**config.mk**
```make
export PLATFORM = sky130hd
export DESIGN_NAME = apb_slave_mem
export DESIGN_NICKNAME = d
export VERILOG_FILES = /design/src/rtl/apb_slv_pkg.sv /design/src/rtl/apb_slv_mem.sv /design/src/rtl/apb_slave_mem.sv
export SDC_FILE = /design/constraint.sdc
export NUM_CORES = 2
export LEC_CHECK = 0
export CORE_UTILIZATION = 34
export CTS_CLUSTER_SIZE = 30
export DETAILED_ROUTE_END_ITERATION = 10
export DONT_BUFFER_PORTS = 1
export SYNTH_ARGS = -nofsm -noshare
export SYNTH_HDL_FRONTEND = slang
export SYNTH_SLANG_ARGS = --single-unit
```
**constraint.sdc**
```tcl
create_clock -name PCLK -period 3.48 [get_ports PCLK]
set_input_delay 0.522 -clock PCLK [delete_from_list [all_inputs] [get_ports PCLK]]
set_output_delay 0.522 -clock PCLK [all_outputs]
set_load 0.03 [all_outputs]
```
**src/rtl/apb_slv_pkg.sv**
```systemverilog
// Shared types and default parameters for the APB slave memory.
package apb_slv_pkg;
  typedef enum logic {
    IDLE   = 1'b0,
    ACCESS = 1'b1
  } state_t;

  localparam int DEF_ADDR_W   = 32;
  localparam int DEF_DATA_W   = 32;
  localparam int DEF_DEPTH    = 64;
  localparam int DEF_WAIT_CYC = 0;
endpackage

```
**src/rtl/apb_slv_mem.sv**
```systemverilog
// DEPTH x DATA_W storage: synchronous write, combinational read port.
// Contents are deliberately not reset.
module apb_slv_mem #(
  parameter int DATA_W = 32,
  parameter int DEPTH  = 64
) (
  input  logic                     clk,
  input  logic                     wr_en,
  input  logic [$clog2(DEPTH)-1:0] wr_idx,
  input  logic [DATA_W-1:0]        wr_dat,
  input  logic [$clog2(DEPTH)-1:0] rd_idx,
  output logic [DATA_W-1:0]        rd_dat
);
  logic [DATA_W-1:0] mem [DEPTH];

  always_ff @(posedge clk) begin
    if (wr_en) mem[wr_idx] <= wr_dat;
  end

  assign rd_dat = mem[rd_idx];
endmodule

```
**src/rtl/apb_slave_mem.sv**
```systemverilog
// APB word-addressed memory slave; transfer takes WAIT_CYC+2 cycles.
// PREADY is held low during wait states; PSEL dropping mid-access aborts the transfer.
module apb_slave_mem
  import apb_slv_pkg::*;
#(
  parameter int ADDR_W   = DEF_ADDR_W,
  parameter int DATA_W   = DEF_DATA_W,
  parameter int DEPTH    = DEF_DEPTH,
  parameter int WAIT_CYC = DEF_WAIT_CYC
) (
  input  logic              PCLK,
  input  logic              PRESETn,
  input  logic              PSEL,
  input  logic              PENABLE,
  input  logic              PWRITE,
  input  logic [ADDR_W-1:0] PADDR,
  input  logic [DATA_W-1:0] PWDATA,
  output logic [DATA_W-1:0] PRDATA,
  output logic              PREADY,
  output logic              PSLVERR
);
  localparam int              IDX_W = $clog2(DEPTH);
  localparam logic [ADDR_W:0] LIMIT = (ADDR_W+1)'(DEPTH * 4);

  state_t            state, state_nxt;
  logic [3:0]        cnt, cnt_nxt;
  logic              err_q, wr_q;
  logic [IDX_W-1:0]  idx_q;
  logic [DATA_W-1:0] wdat_q;
  logic              setup, addr_err, mem_we;
  logic [IDX_W-1:0]  addr_idx;
  logic [DATA_W-1:0] mem_rd;

  assign addr_idx = PADDR[IDX_W+1:2];
  assign addr_err = (PADDR[1:0] != 2'b00) || ({1'b0, PADDR} >= LIMIT);
  assign setup    = (state == IDLE) && PSEL && !PENABLE;
  assign PREADY   = (state == ACCESS) && (cnt == 4'd0) && PSEL && PENABLE;
  assign PSLVERR  = PREADY && err_q;
  // Write uses the captured transfer, so bus changes during waits cannot corrupt it.
  assign mem_we   = PREADY && wr_q && !err_q;

  always_comb begin
    state_nxt = state;
    cnt_nxt   = cnt;
    case (state)
      IDLE: begin
        if (setup) begin
          state_nxt = ACCESS;
          cnt_nxt   = 4'(WAIT_CYC);
        end
      end
      ACCESS: begin
        if (!PSEL || PREADY) begin
          state_nxt = IDLE;
          cnt_nxt   = 4'd0;
        end else if (cnt != 4'd0) begin
          cnt_nxt = cnt - 4'd1;
        end
      end
      default: state_nxt = IDLE;
    endcase
  end

  always_ff @(posedge PCLK or negedge PRESETn) begin
    if (!PRESETn) begin
      state  <= IDLE;
      cnt    <= 4'd0;
      err_q  <= 1'b0;
      wr_q   <= 1'b0;
      idx_q  <= '0;
      wdat_q <= '0;
      PRDATA <= '0;
    end else begin
      state <= state_nxt;
      cnt   <= cnt_nxt;
      if (setup) begin
        err_q  <= addr_err;
        wr_q   <= PWRITE;
        idx_q  <= addr_idx;
        wdat_q <= PWDATA;
        if (!PWRITE) PRDATA <= addr_err ? '0 : mem_rd;
      end
    end
  end

  apb_slv_mem #(.DATA_W(DATA_W), .DEPTH(DEPTH)) u_mem (
    .clk    (PCLK),
    .wr_en  (mem_we),
    .wr_idx (idx_q),
    .wr_dat (wdat_q),
    .rd_idx (addr_idx),
    .rd_dat (mem_rd)
  );
endmodule

```
==> key figures <==
Status
  – Run status: finished clean

Logic synthesis
  – Syn Nets: 3,607
  – Primary FF master, synth: edfxtp_1
  – Yosys warns: 0
  – Cell count after synthesis: 3,537
  – Mapped cell area: 80,900 sq um
  – Synth area leader: edfxtp_1
  – Register bit total from synthesis: 2,125
  – Sequential area share after synthesis: 78.4%
  – Synth area leaders: edfxtp_1 76%, mux4_2 14%, dfrtp_1 2.4%, mux2_2 1.4%, a22oi_1 1.2%
  – Netlist cell types: 42
  – Top-count cell post-synth: edfxtp_1
  – Most frequent cells after synthesis: 2,048 x edfxtp_1, 512 x mux4_2, 141 x nand2_1
  – Number of flops mapped to enable cells by yosys: 2,048
  – FFs w/ async S/R, synth: 3.62%
  – Synth top area share: 76.0%
  – Syn Area/Cell: 22.9 sq um

Global routing
  – Largest net degree at the start of global routing: 482
  – Vias in the first global route: 38,700
  – Grt ovf: 0
  – GRT Total Usage: 16.3%
  – First-pass GRT wire length: 281,000 um
  – Antenna violations before repair: 9

Die
  – Initial Util: 34.3%
  – Die Wd: 490 um
  – # rows: 178
  – Die Area: 240,000 sq um
  – Die height: 490 um
  – Ports: 103
  – Core box area: 236,000 sq um

Worst setup path
  – Crit path max fanout: 5
  – CP max stage cell: and4_1
  – Critical-path cell list: inv_1 > ha_1 > nor3b_1 > and4_1 > and2_2
  – Worst setup path class: reg -> out
  – CP Launch Type: register
  – WP data required: 2960 ps
  – Data arrival, critical path: 2630 ps
  – Largest stage delay, worst path: 430 ps
  – Worst setup EP type: output pin
  – Worst reg2reg setup slack: 400 ps

Detailed routing
  – Via count: 37,400
  – ANT nets after route: 0
  – # DRC: 0
  – Post-DR vias/cell: 5.29
  – Final wirelength: 197,000 um
  – Drt pass-1 iters: 8
  – Routed wire length per instance: 27.8 um
  – Initial DRC Count: 3,879

STA
  – Final Worst Setup Slack: 327 ps
  – Count of final setup violators: 0
  – Fmax: 0.317 GHz
  – Rel. slew slack: 9.05%
  – Fin crit share: 90.6%
  – Hold Slack: 84.9 ps
  – RSZ-0062 raised after global routing: false
  – Least-Margin Pin Slew: 1360 ps
  – Final Max Tran Viols: 0
  – Setup TNS: 0 ps
  – Clock Skew: 36.6 ps
  – Hold Fails Final Rpt: 0
  – Final min period: 3150 ps

Clock network
  – # clock sinks: 2,125
  – Clk slew on worst S/H paths: 60 ps
  – CTS Buf Count: 203
  – Clock H-tree levels: 4
  – CTS tree: yes
  – Root Driver: clkbuf_16
  – Clock latency on the worst-skew pair: 840 ps
  – Postcts setup bufs: 0
  – CTS max path bufs: 3

Placement
  – Port Buffers: 0
  – Area after DPL: 86,200 sq um
  – Pre-CTS setup slack: 272 ps
  – Dpl hpwl: 107,000 um
  – Routability cong.: 0.762

Pwr
  – Part of the power in the clock network: 40.7%
  – Max rail drop VDD: 0.672 mV
  – Comb pwr share: 3.2%
  – NetSw: 11,700 uW
  – Sw Ratio: 21.6%
  – Pint: 42,600 uW
  – PD cells: 581 nW/um^2
  – Leak: 0.0291 uW
  – Sequential share of power: 56.1%

Final layout
  – Layout area overhead: 15.7%
  – Fin nets: 3,816
  – Fillers: 20,600
  – Share of cells above drive strength 1: 30.2%
  – Final non-filler cell area: 93,600 sq um

Job
  – Max_cap viols: 0

Worst hold path
  – HP Class: in -> reg
worst paths after layout:
check                          from           endpoint  cells past startpoint
min                        PADDR[2]         PRDATA[23]                      4
min reg2reg                idx_q[0]           idx_q[0]                      1
max in group asynchronous   PRESETn         wdat_q[31]                      2
min in group asynchronous   PRESETn          wdat_q[3]                      2
max                          cnt[0]            PSLVERR                      5
max reg2reg                  cnt[0]  u_mem.mem[39][20]                      9
state kept, by name (all words and copies together) (netlist names):
| register | flops |
|---|---|
| idx_q | 6 |
| cnt | 4 |
| state | 1 |
| err_q | 1 |
| wr_q | 1 |
| u_mem.mem | 2048 |
| wdat_q | 32 |
| PRDATA | 32 |
layout make-up:
type | count | area (sq um) | share of cell area, %
multi-input combinational | 1210 | 17000 | 18.2
tap | 3150 | 3940 | 4.21
clock inverter | 115 | 1210 | 1.29
timing repair buffer | 202 | 2380 | 2.55
sequential | 2125 | 63500 | 67.8
inverter | 4 | 15.0 | 0.0160
antenna | 3 | 7.51 | 0.00802
clock buffer | 269 | 5530 | 5.91
cell usage in the layout (no fill, tap or decap), types with 4 or more instances in the layout:
| cell type | synthesis | layout |
|---|---|---|
| dfrtp_2 | 0 | 32 |
| nor2_1 | 78 | 13 |
| mux2_2 | 103 | 103 |
| nand2_1 | 141 | 141 |
| nor4_1 | 6 | 6 |
| bufinv_16 | 0 | 18 |
| clkbuf_1 | 80 | 48 |
| clkinvlp_4 | 0 | 7 |
| mux4_2 | 512 | 512 |
| o22ai_1 | 5 | 5 |
| nor2_4 | 0 | 65 |
| dlygate4sd3_1 | 0 | 40 |
| o211ai_1 | 62 | 62 |
| inv_1 | 4 | 4 |
| clkbuf_16 | 0 | 207 |
| a222oi_1 | 31 | 31 |
| dfrtp_1 | 77 | 45 |
| buf_4 | 6 | 104 |
| clkbuf_8 | 0 | 16 |
| mux2i_1 | 66 | 66 |
| a21oi_1 | 5 | 5 |
| nand3b_1 | 5 | 5 |
| nor4_4 | 0 | 4 |
| nand3_1 | 34 | 34 |
| clkinv_1 | 0 | 39 |
| clkinv_2 | 0 | 35 |
| edfxtp_1 | 2048 | 2048 |
| clkinv_16 | 0 | 4 |
| a22oi_1 | 125 | 125 |
| inv_16 | 0 | 4 |
| buf_12 | 0 | 52 |
| buf_16 | 0 | 4 |
power groups by stage:
| stage | sequential, uW | combinational [uW] | clock [uW] |
|---|---|---|---|
| 6_report | 30500 | 1730 | 22100 |
| 5_1_grt | 30600 | 1830 | 23500 |
| 4_1_cts | 30500 | 1540 | 22500 |
| 3_5_place_dp | 31000 | 1440 | 0 |
| 3_3_place_gp | 30900 | 1430 | 0 |
| 2_1_floorplan | 30400 | 1290 | 0 |
metrics by stage:
stage                     total power (uW)  util [%]  std cells
after floorplan                      31700         -       3537
after global placement               32300      36.6       6643
after detailed placement             32400      36.6       6643
after CTS                            54500      39.6       7070
after global routing                 55800      39.7       7077
final                                54300      39.7       7078
logic make-up after synthesis:
family                   Yosys count  share of synthesized area [%]
buffers and inverters            202                           1.19
multiplexers                     681                           16.5
AO/OA/AOI/OAI                    234                           2.24
adder cells (fa/ha/maj)            1                         0.0155
AND/OR/NAND/NOR                  294                           1.61
flip-flops                      2125                           78.4
routing by layer:
layer	part of all wire, %	track usage, %	up-vias
li1	-	-	15500
met1	41	21.9	20400
met2	51	27.7	1260
met5	0	0	-
met3	5.6	2.27	263
met4	2.3	4.42	0
timing repair:
item | in CTS | in global routing
resized for setup | 0 | 1
setup endpoints to repair | 0 | 30
hold buffers | 43 | 0
hold endpoints to repair | 140 | 0
critical path: cells and delay by family, from the launching register on:
kind / cells / cell delay, ps
buf+inv: 1 / 80
flops: 1 / 420
fa+ha+maj: 1 / 190
simple gates: 3 / 1100
Note: power is estimated with default switching activity, not from simulation.
